**src/rtl/audio_decim_framer.sv**
```systemverilog
// Decimates the FIR stream, keeps the kept samples in a circular buffer and
// streams out overlapping oldest-first frames over valid/ready.
//   state  | meaning
//   IDLE   | waiting for a frame trigger
//   STREAM | reading one frame out of the buffer
module audio_decim_framer #(
    parameter int WIDTH     = 16,
    parameter int DECIM     = 4,
    parameter int FRAME_LEN = 256,
    parameter int HOP       = 128
) (
    input  logic                           clk_in,
    input  logic                           rst_in,
    input  logic signed [WIDTH-1:0]        audio_in,
    input  logic                           valid_in,
    output logic signed [WIDTH-1:0]        frame_out,
    output logic                           frame_valid,
    input  logic                           frame_ready,
    output logic                           frame_last,
    output logic [$clog2(FRAME_LEN)-1:0]   frame_index,
    output logic                           overflow
);
    localparam int AW  = $clog2(FRAME_LEN);
    localparam int DCW = (DECIM > 1) ? $clog2(DECIM) : 1;
    localparam int HW  = $clog2(HOP + 1);
    localparam logic [AW:0]     FL     = (AW+1)'(FRAME_LEN);
    localparam logic [AW-1:0]   LAST_K = AW'(FRAME_LEN - 1);
    localparam logic [DCW-1:0]  DC_MAX = DCW'(DECIM - 1);
    localparam logic [HW-1:0]   HOP_N  = HW'(HOP);

    typedef enum logic {IDLE, STREAM} state_t;

    state_t                  r_state, w_state_next;
    logic [DCW-1:0]          r_dcnt;
    logic [AW-1:0]           r_wp, r_start, r_xfer_k, r_q_k, r_out_k;
    logic [AW:0]             r_rd_k;
    logic [HW-1:0]           r_hop;
    logic                    r_primed, r_q_v, r_out_v, r_out_last, r_ovf;
    logic signed [WIDTH-1:0] r_mem [FRAME_LEN];
    logic signed [WIDTH-1:0] r_q, r_out;

    logic                    w_accept, w_prime_now, w_trigger, w_start_frame;
    logic                    w_hs, w_last_hs, w_out_take, w_q_take, w_rd_en;
    logic                    w_ovf_a, w_ovf_b;
    logic [AW-1:0]           w_wp_next, w_rd_addr, w_m;
    logic [HW-1:0]           w_hop_next;
    logic [AW:0]             w_xfer_next;

    assign w_accept    = valid_in && (r_dcnt == '0);
    assign w_wp_next   = r_wp + 1'b1;
    assign w_hop_next  = r_hop + 1'b1;
    assign w_prime_now = !r_primed && (r_wp == LAST_K);
    assign w_trigger   = w_accept && (w_prime_now || (r_primed && (w_hop_next == HOP_N)));

    // Two-stage read path: RAM output register, then the output beat register.
    assign w_hs       = r_out_v && frame_ready;
    assign w_last_hs  = w_hs && (r_out_k == LAST_K);
    assign w_out_take = !r_out_v || frame_ready;
    assign w_q_take   = !r_q_v || w_out_take;
    assign w_rd_en    = (r_state == STREAM) && (r_rd_k != FL) && w_q_take;
    assign w_rd_addr  = r_start + r_rd_k[AW-1:0];

    // A write at frame offset m is a loss if beat m has not left by this edge.
    assign w_m         = r_wp - r_start;
    assign w_xfer_next = {1'b0, r_xfer_k} + (AW+1)'(w_hs);
    assign w_ovf_b     = w_accept && (r_state == STREAM) && ({1'b0, w_m} >= w_xfer_next);
    assign w_ovf_a     = w_trigger && (r_state == STREAM);

    always_comb begin
        w_state_next  = r_state;
        w_start_frame = 1'b0;
        case (r_state)
            IDLE: begin
                if (w_trigger) begin
                    w_state_next  = STREAM;
                    w_start_frame = 1'b1;
                end
            end
            STREAM: begin
                if (w_last_hs) w_state_next = IDLE;
            end
            default: w_state_next = IDLE;
        endcase
    end

    always_ff @(posedge clk_in) begin
        if (w_accept) r_mem[r_wp] <= audio_in;
        if (w_rd_en)  r_q <= r_mem[w_rd_addr];
    end

    always_ff @(posedge clk_in or posedge rst_in) begin
        if (rst_in) begin
            r_state    <= IDLE;
            r_dcnt     <= '0;
            r_wp       <= '0;
            r_hop      <= '0;
            r_primed   <= 1'b0;
            r_start    <= '0;
            r_rd_k     <= '0;
            r_xfer_k   <= '0;
            r_q_v      <= 1'b0;
            r_q_k      <= '0;
            r_out_v    <= 1'b0;
            r_out      <= '0;
            r_out_k    <= '0;
            r_out_last <= 1'b0;
            r_ovf      <= 1'b0;
        end else begin
            r_state <= w_state_next;
            if (valid_in) r_dcnt <= (r_dcnt == DC_MAX) ? '0 : r_dcnt + 1'b1;
            if (w_accept) begin
                r_wp  <= w_wp_next;
                r_hop <= w_trigger ? '0 : w_hop_next;
                if (w_prime_now) r_primed <= 1'b1;
            end
            if (w_start_frame) begin
                r_start  <= w_wp_next;
                r_rd_k   <= '0;
                r_xfer_k <= '0;
            end else begin
                if (w_rd_en) r_rd_k   <= r_rd_k + 1'b1;
                if (w_hs)    r_xfer_k <= r_xfer_k + 1'b1;
            end
            if (w_q_take) begin
                r_q_v <= w_rd_en;
                if (w_rd_en) r_q_k <= r_rd_k[AW-1:0];
            end
            if (w_out_take) begin
                r_out_v    <= r_q_v;
                r_out_last <= r_q_v && (r_q_k == LAST_K);
                if (r_q_v) begin
                    r_out   <= r_q;
                    r_out_k <= r_q_k;
                end
            end
            r_ovf <= w_ovf_a || w_ovf_b;
        end
    end

    assign frame_out   = r_out;
    assign frame_valid = r_out_v;
    assign frame_last  = r_out_last;
    assign frame_index = r_out_k;
    assign overflow    = r_ovf;
endmodule

```
**config.mk**
```make
export PLATFORM = sky130hd
export DESIGN_NAME = audio_decim_framer
export DESIGN_NICKNAME = d
export VERILOG_FILES = /design/src/rtl/audio_decim_framer.sv
export SDC_FILE = /design/constraint.sdc
export NUM_CORES = 2
export LEC_CHECK = 0
export BUFFER_PORTS_ARGS = -buffer_cell sky130_fd_sc_hd__buf_2
export CORE_ASPECT_RATIO = 0.7
export CORE_MARGIN = 3
export CORE_UTILIZATION = 49
export DETAILED_ROUTE_END_ITERATION = 12
export PLACE_DENSITY_LB_ADDON = 0.12
export SLEW_MARGIN = 15
export SYNTH_ARGS = -nofsm -noshare
export SYNTH_HDL_FRONTEND = slang
export SYNTH_SLANG_ARGS = --single-unit
```
**constraint.sdc**
```tcl
create_clock -name clk_in -period 4.2 [get_ports clk_in]
set_input_delay 0.84 -clock clk_in [delete_from_list [all_inputs] [get_ports clk_in]]
set_output_delay 0.84 -clock clk_in [all_outputs]
set_load 0.05 [all_outputs]
```
# ---- Word level (Yosys, flattened, before mapping)
# Memory sizes are Yosys's and may differ from the RTL's. A register that Yosys moved wholly into a read port is not among the register bits.
# Index checks and enable logic that the tools add are counted.
dict set report op_classes {
  eq_ne 6
  bitwise 1
  addsub 8
  magnitude_cmp 1
  reduce_logical 25
  n_mux 12
}
# operator n
set ops {}
lappend ops {{== test 8 bit, second input constant} 4}
lappend ops {{adder 8 x 1 -> 8 bit, second input constant} 3}
lappend ops {{2-to-1 mux 8 bit} 3}
lappend ops {{2-to-1 mux 9 bit} 2}
lappend ops {{logical AND 1 bit} 12}
lappend ops {{adder 8 x 1 -> 9 bit} 1}
lappend ops {{adder 9 x 1 -> 9 bit, second input constant} 1}
lappend ops {{greater-or-equal comparator 8 x 9 -> 1 bit} 1}
lappend ops {{!= test 9 bit, second input constant} 1}
lappend ops {{adder 8 bit} 1}
lappend ops {{subtractor 8 bit} 1}
lappend ops {{AND reduction 2 bit} 3}
lappend ops {{2-to-1 mux 1 bit} 5}
lappend ops {{logical OR 1 bit} 4}
lappend ops {{nonzero test 2 bit} 2}
lappend ops {{zero test 1 bit} 3}
lappend ops {{adder 2 x 1 -> 2 bit, second input constant} 1}
lappend ops {{== test 2 bit, second input constant} 1}
lappend ops {{zero test 2 bit} 1}
lappend ops {{2-to-1 mux 2 bit} 1}
lappend ops {{case mux 1 bit (2 select lines)} 1}
lappend ops {{inverter 1 bit} 1}
dict set report totals {
  mem_count 1
  ram_bits 4096
  inputBits 20
  ff_bits 81
  out_inout_bits 27
  word_cells 69
}
# name depth width read_ports rd_ports_with_merged_regs wr line_no
set mem_list {}
lappend mem_list {r_mem 256 16 1 1 1 39} ;# logic signed [WIDTH-1:0] r_mem [FRAME_LEN];

# ---- Longest topological paths before layout
dict set report logic_depth {
  depth_word 8
  depth_mapped 15
  ltp_nobuf 15
}

# ---- Worst setup path after synthesis
# OpenSTA, ideal clock, no wires.
dict set report synth_timing {
  kind {register -> register}
  from {register r_rd_k[0]}
  to {register r_q[14] (read register of r_mem) (data pin)}
  period_less_slack_ns 3.310
  path_slack_ns 0.890
  stages_incl_launch_ff 11
  n_path_buf 2
  required_ns 3.930
  arrival_time_ns 3.040
  path_cell_list {dfrtp_1 ha_1 fa_1 a211o_1 a21o_2 nand2_4 buf_6 buf_6 mux4_2 a2111oi_0 nor4_1}
}
dict set report synth_between {
  elab_chain_len 3
}
# element line_no
set synth_lines {}
lappend synth_lines {{start: declaration} 36} ;# logic [AW:0] r_rd_k;
lappend synth_lines {{start signal: assignment} 121} ;# if (w_rd_en) r_rd_k <= r_rd_k + 1'b1;
lappend synth_lines {{parallel branches: the longest is 3 deep, another holds adder 8 bit} -}
lappend synth_lines {{end: declaration} 40} ;# logic signed [WIDTH-1:0] r_q, r_out;
# Parallel ways; which one is timed is not known.
# A chain may end at the register's enable or synchronous reset.

# ---- Worst setup path in the final report
dict set report layout_timing {
  from {register r_rd_k[0]}
  to {register r_q[1] (read register of r_mem) (data pin)}
}
# Same word-level chain as after synthesis.

==> insert_results.sql <==
INSERT INTO impl_metrics (metric_group, metric, value, unit) VALUES
('sta', 'grt_setup_unrepaired', 'true', ''),
('floorplanning', 'start_util', '49.4', '%'),
('placement', 'io_buffer_count', '46', ''),
('critical_path', 'kind_of_cell_adding_the_most_delay_to_the_critical_path', 'simple AND/OR/NAND/NOR gates', ''),
('sta', 'setup_slack', '-0.00383', 'ns'),
('layout', 'synth_to_layout_area_growth', '15.3', '%'),
('critical_path', 'worstPathRequired', '4.87', 'ns'),
('power_and_ir_drop', 'power_density', '448', 'nW/um^2'),
('detailed_routing', 'antenna_left', '0', ''),
('sta', 'finClkSkew', '0.0592', 'ns'),
('critical_path', 'worst-endpoint-arrival', '4.88', 'ns'),
('power_and_ir_drop', 'power.clock.fraction', '42.5', '%'),
('detailed_routing', 'routed_via_density', '6.36', ''),
('synth', 'sequential_area_share_after_synthesis', '77.1', '%'),
('sta', 'final-setup-viol-count', '1', ''),
('detailed_routing', 'wire_per_inst', '34.7', 'um'),
('critical_path', 'worstPathCellList', 'ha_4 > fa_4 > buf_12 > buf_16 > buf_16 > buf_6 > mux4_2 > nand2_1 > nand3_1 > nand3_1 > nand2_1 > nor4_4 > nor4_1', ''),
('placement', 'pre_cts_ws', '-0.662', 'ns'),
('sta', 'slew_violations', '0', ''),
('cts', 'clk_path_buf_depth', '4', ''),
('critical_path', 'critPathBufInv', '4', ''),
('sta', 'max_clock_freq', '238', 'MHz'),
('sta', 'timing_worst_slew_pin_value', '1.25', 'ns'),
('layout', 'utilization', '56.9', '%'),
('power_and_ir_drop', 'post-layout-total-power', '84.0', 'mW'),
('layout', 'mostFrequentLayoutCells', 'sky130_fd_sc_hd__edfxtp_1, sky130_fd_sc_hd__mux4_2, sky130_fd_sc_hd__nand2_1', ''),
('synth', 'netlist_area', '163000', 'sq um'),
('outcome', 'failed_checks', 'negative setup slack', ''),
('synth', 'synth-async-reset-ratio', '1.93', '%'),
('layout', 'final_nets', '8439', ''),
('critical_path', 'crit_fanout', '18', ''),
('synth', 'syn_area_per_cell', '21.4', 'sq um'),
('power_and_ir_drop', 'power.switching', '17.3', 'mW'),
('floorplanning', 'die_w', '695', 'um'),
('synth', 'syn_nets', '7651', ''),
('power_and_ir_drop', 'seqPwrFrac', '55.1', '%'),
('synth', 'yosysUniqueCellTypes', '75', ''),
('detailed_routing', 'final_routed_wirelength_across_all_metal_layers', '454000', 'um'),
('synth', 'register_bit_total_from_synthesis', '4193', ''),
('cts', 'holdBufCountCts', '0', ''),
('floorplanning', 'num_io_pins', '47', ''),
('critical_path', 'criticalPathCategory', 'reg2reg', ''),
('floorplanning', 'rows', '176', ''),
('flow_run', 'maxCapViolations', '0', ''),
('sta', 'report.final.hold_viol_count', '0', ''),
('floorplanning', 'die_footprint', '339000', 'sq um'),
('grt', 'wire_length_of_the_first_global_routing_pass', '635000', 'um'),
('power_and_ir_drop', 'comb_power_share', '2.3', '%'),
('detailed_routing', 'routed-via-count', '83163', ''),
('grt', 'first_global_vias', '81461', ''),
('floorplanning', 'die-height', '488', 'um'),
('grt', 'grt_start_max_net_pins', '137', ''),
('hold_path', 'worst_hold_path_type', 'in2async', ''),
('critical_path', 'slowest_stage_delay_cp', '0.81', 'ns'),
('sta', 'setup_tns', '-0.00383', 'ns'),
('grt', 'global_route.usage.total', '26.5', '%'),
('detailed_routing', 'residual_drc', '0', ''),
('cts', 'worstSkewPairLatency', '0.94', 'ns'),
('grt', 'antenna_violations_before_repair', '23', ''),
('power_and_ir_drop', 'vdd.ir_drop.worst', '0.361', 'mV'),
('synth', 'synthesis.yosys.warnings', '0', ''),
('critical_path', 'slowest_stage', 'sky130_fd_sc_hd__fa_4', ''),
('power_and_ir_drop', 'cell_internal_pwr', '66.8', 'mW'),
('layout', 'post_route_cells_drive_above_1_share', '31.4', '%'),
('critical_path', 'endpoint_kind', 'flop', ''),
('critical_path', 'critical_path.startpoint_type', 'flop', ''),
('outcome', 'run_status', 'finished, violations left', ''),
('power_and_ir_drop', 'total_leakage_power', '61.5', 'nW'),
('detailed_routing', 'number_of_drc_markers_in_iteration_0', '12409', ''),
('power_and_ir_drop', 'swShare', '20.5', '%'),
('cts', 'path_clk_slew', '0.07', 'ns');
[cells in the mapped netlist (all sizes together) (2+ instances only)]
master	count	share of area (%)
o22a	2	0.011
nand2b	9	0.035
nand4	14	0.054
nand3	329	1.0
xnor2	23	0.12
and3	27	0.10
edfxtp	4112	76
a221oi	4	0.022
o21a	4	0.018
a2bb2oi	2	0.011
buf	266	1.1
mux4	1140	16
a32oi	12	0.065
mux2i	29	0.18
clkbuf	168	0.39
fa	2	0.025
or3	3	0.012
o22ai	6	0.023
o31ai	4	0.018
ha	35	0.27
xor2	25	0.14
inv	26	0.060
o21bai	2	0.0092
o21ai	33	0.10
a21oi	99	0.30
and4	3	0.016
a2111oi	15	0.085
dfrtp	81	1.2
or2	2	0.0077
a311oi	25	0.13
o32ai	3	0.021
nand2	659	1.5
nor2b	11	0.042
mux2	24	0.17
and2	10	0.040
a22o	2	0.011
nor3	18	0.055
a31oi	19	0.073
o221ai	2	0.011
nor3b	2	0.012
a21o	4	0.019
nor2	295	0.68
nor4	28	0.11
[layer usage]
metal / vias to the layer above / track usage (%) / part of all wire [%]
met5: - / 0 / 0.0029
met3: 503 / 6.17 / 11
met4: 2 / 5.00 / 1.9
li1: 33061 / - / -
met2: 4306 / 38.3 / 44
met1: 45291 / 41.8 / 43
[registers in the layout, indices dropped and copies added (netlist names), 2 cells and up]
| register | cells |
|---|---|
| r_mem | 4096 |
| frame_out | 16 |
| r_q | 16 |
| r_rd_k | 9 |
| frame_index | 8 |
| r_hop | 8 |
| r_q_k | 8 |
| r_start | 8 |
| r_wp | 8 |
| r_xfer_k | 8 |
| r_dcnt | 2 |
[cells by family after synthesis]
family	Yosys count	share of synthesized area (%)
flip-flops	4193	77.1
AND/OR/NAND/NOR	1411	3.71
multiplexers	1193	16.1
buffers and inverters	461	1.51
AO/OA/AOI/OAI	251	1.02
XOR/XNOR	48	0.263
adder cells (fa/ha/maj)	37	0.294
[through the flow]
stage | hold WS (ns) | instance area [sq um] | cells
6_report | 0.145 | 188000 | 13079
5_1_grt | 0.165 | 188000 | 13071
4_1_cts | 0.115 | 187000 | 13031
3_5_place_dp | 0.493 | 174000 | 12306
3_3_place_gp | 0.467 | 174000 | 12305
2_1_floorplan | 0.455 | 163000 | 7594
[what timing repair did]
action	in CTS	in global routing
setup endpoints to repair	15	16
pin swaps	4	8
cloned	0	14
gates resized for setup	65	71
buffers inserted	0	22
[power by group through the flow]
stage / Combinational (mW) / Clock [mW] / Sequential (mW)
2_1_floorplan: 0.629 / 0 / 47.1
3_3_place_gp: 1.87 / 0 / 47.2
3_5_place_dp: 1.95 / 0 / 47.2
4_1_cts: 1.95 / 36.3 / 46.3
5_1_grt: 2.09 / 38.0 / 46.3
6_report: 1.96 / 35.8 / 46.3
[final timing paths]
check	from	endpoint	slack, ns	cells after the start
worst min-delay path	rst_in	frame_index[5]$_DFFE_PP0P_	0.14	2
min in group clk_in	valid_in	r_dcnt[0]$_DFFE_PP0P_	0.19	2
max in group asynchronous	rst_in	r_rd_k[0]$_DFFE_PP0P_	3.19	3
worst max-delay path	r_rd_k[0]$_DFFE_PP0P_	r_q[1]$_DFFE_PP_	-0.004	13
worst min register to register	frame_last$_DFFE_PP0N_	frame_last$_DFFE_PP0N_	0.50	2
worst max register to register	r_rd_k[0]$_DFFE_PP0P_	r_q[1]$_DFFE_PP_	-0.004	13
[final cells by class]
class                   instances  area [sq um]
multi-input cells            2940         35800
fillers                     24174        142000
clock inverters               233          2180
repair buffers                822          8070
inverters                      27           104
well taps                    4361          5460
diodes                         11          27.5
clock buffers                 492         10600
flip-flops and latches       4193        126000
Note: power is estimated with default switching activity, not from simulation.
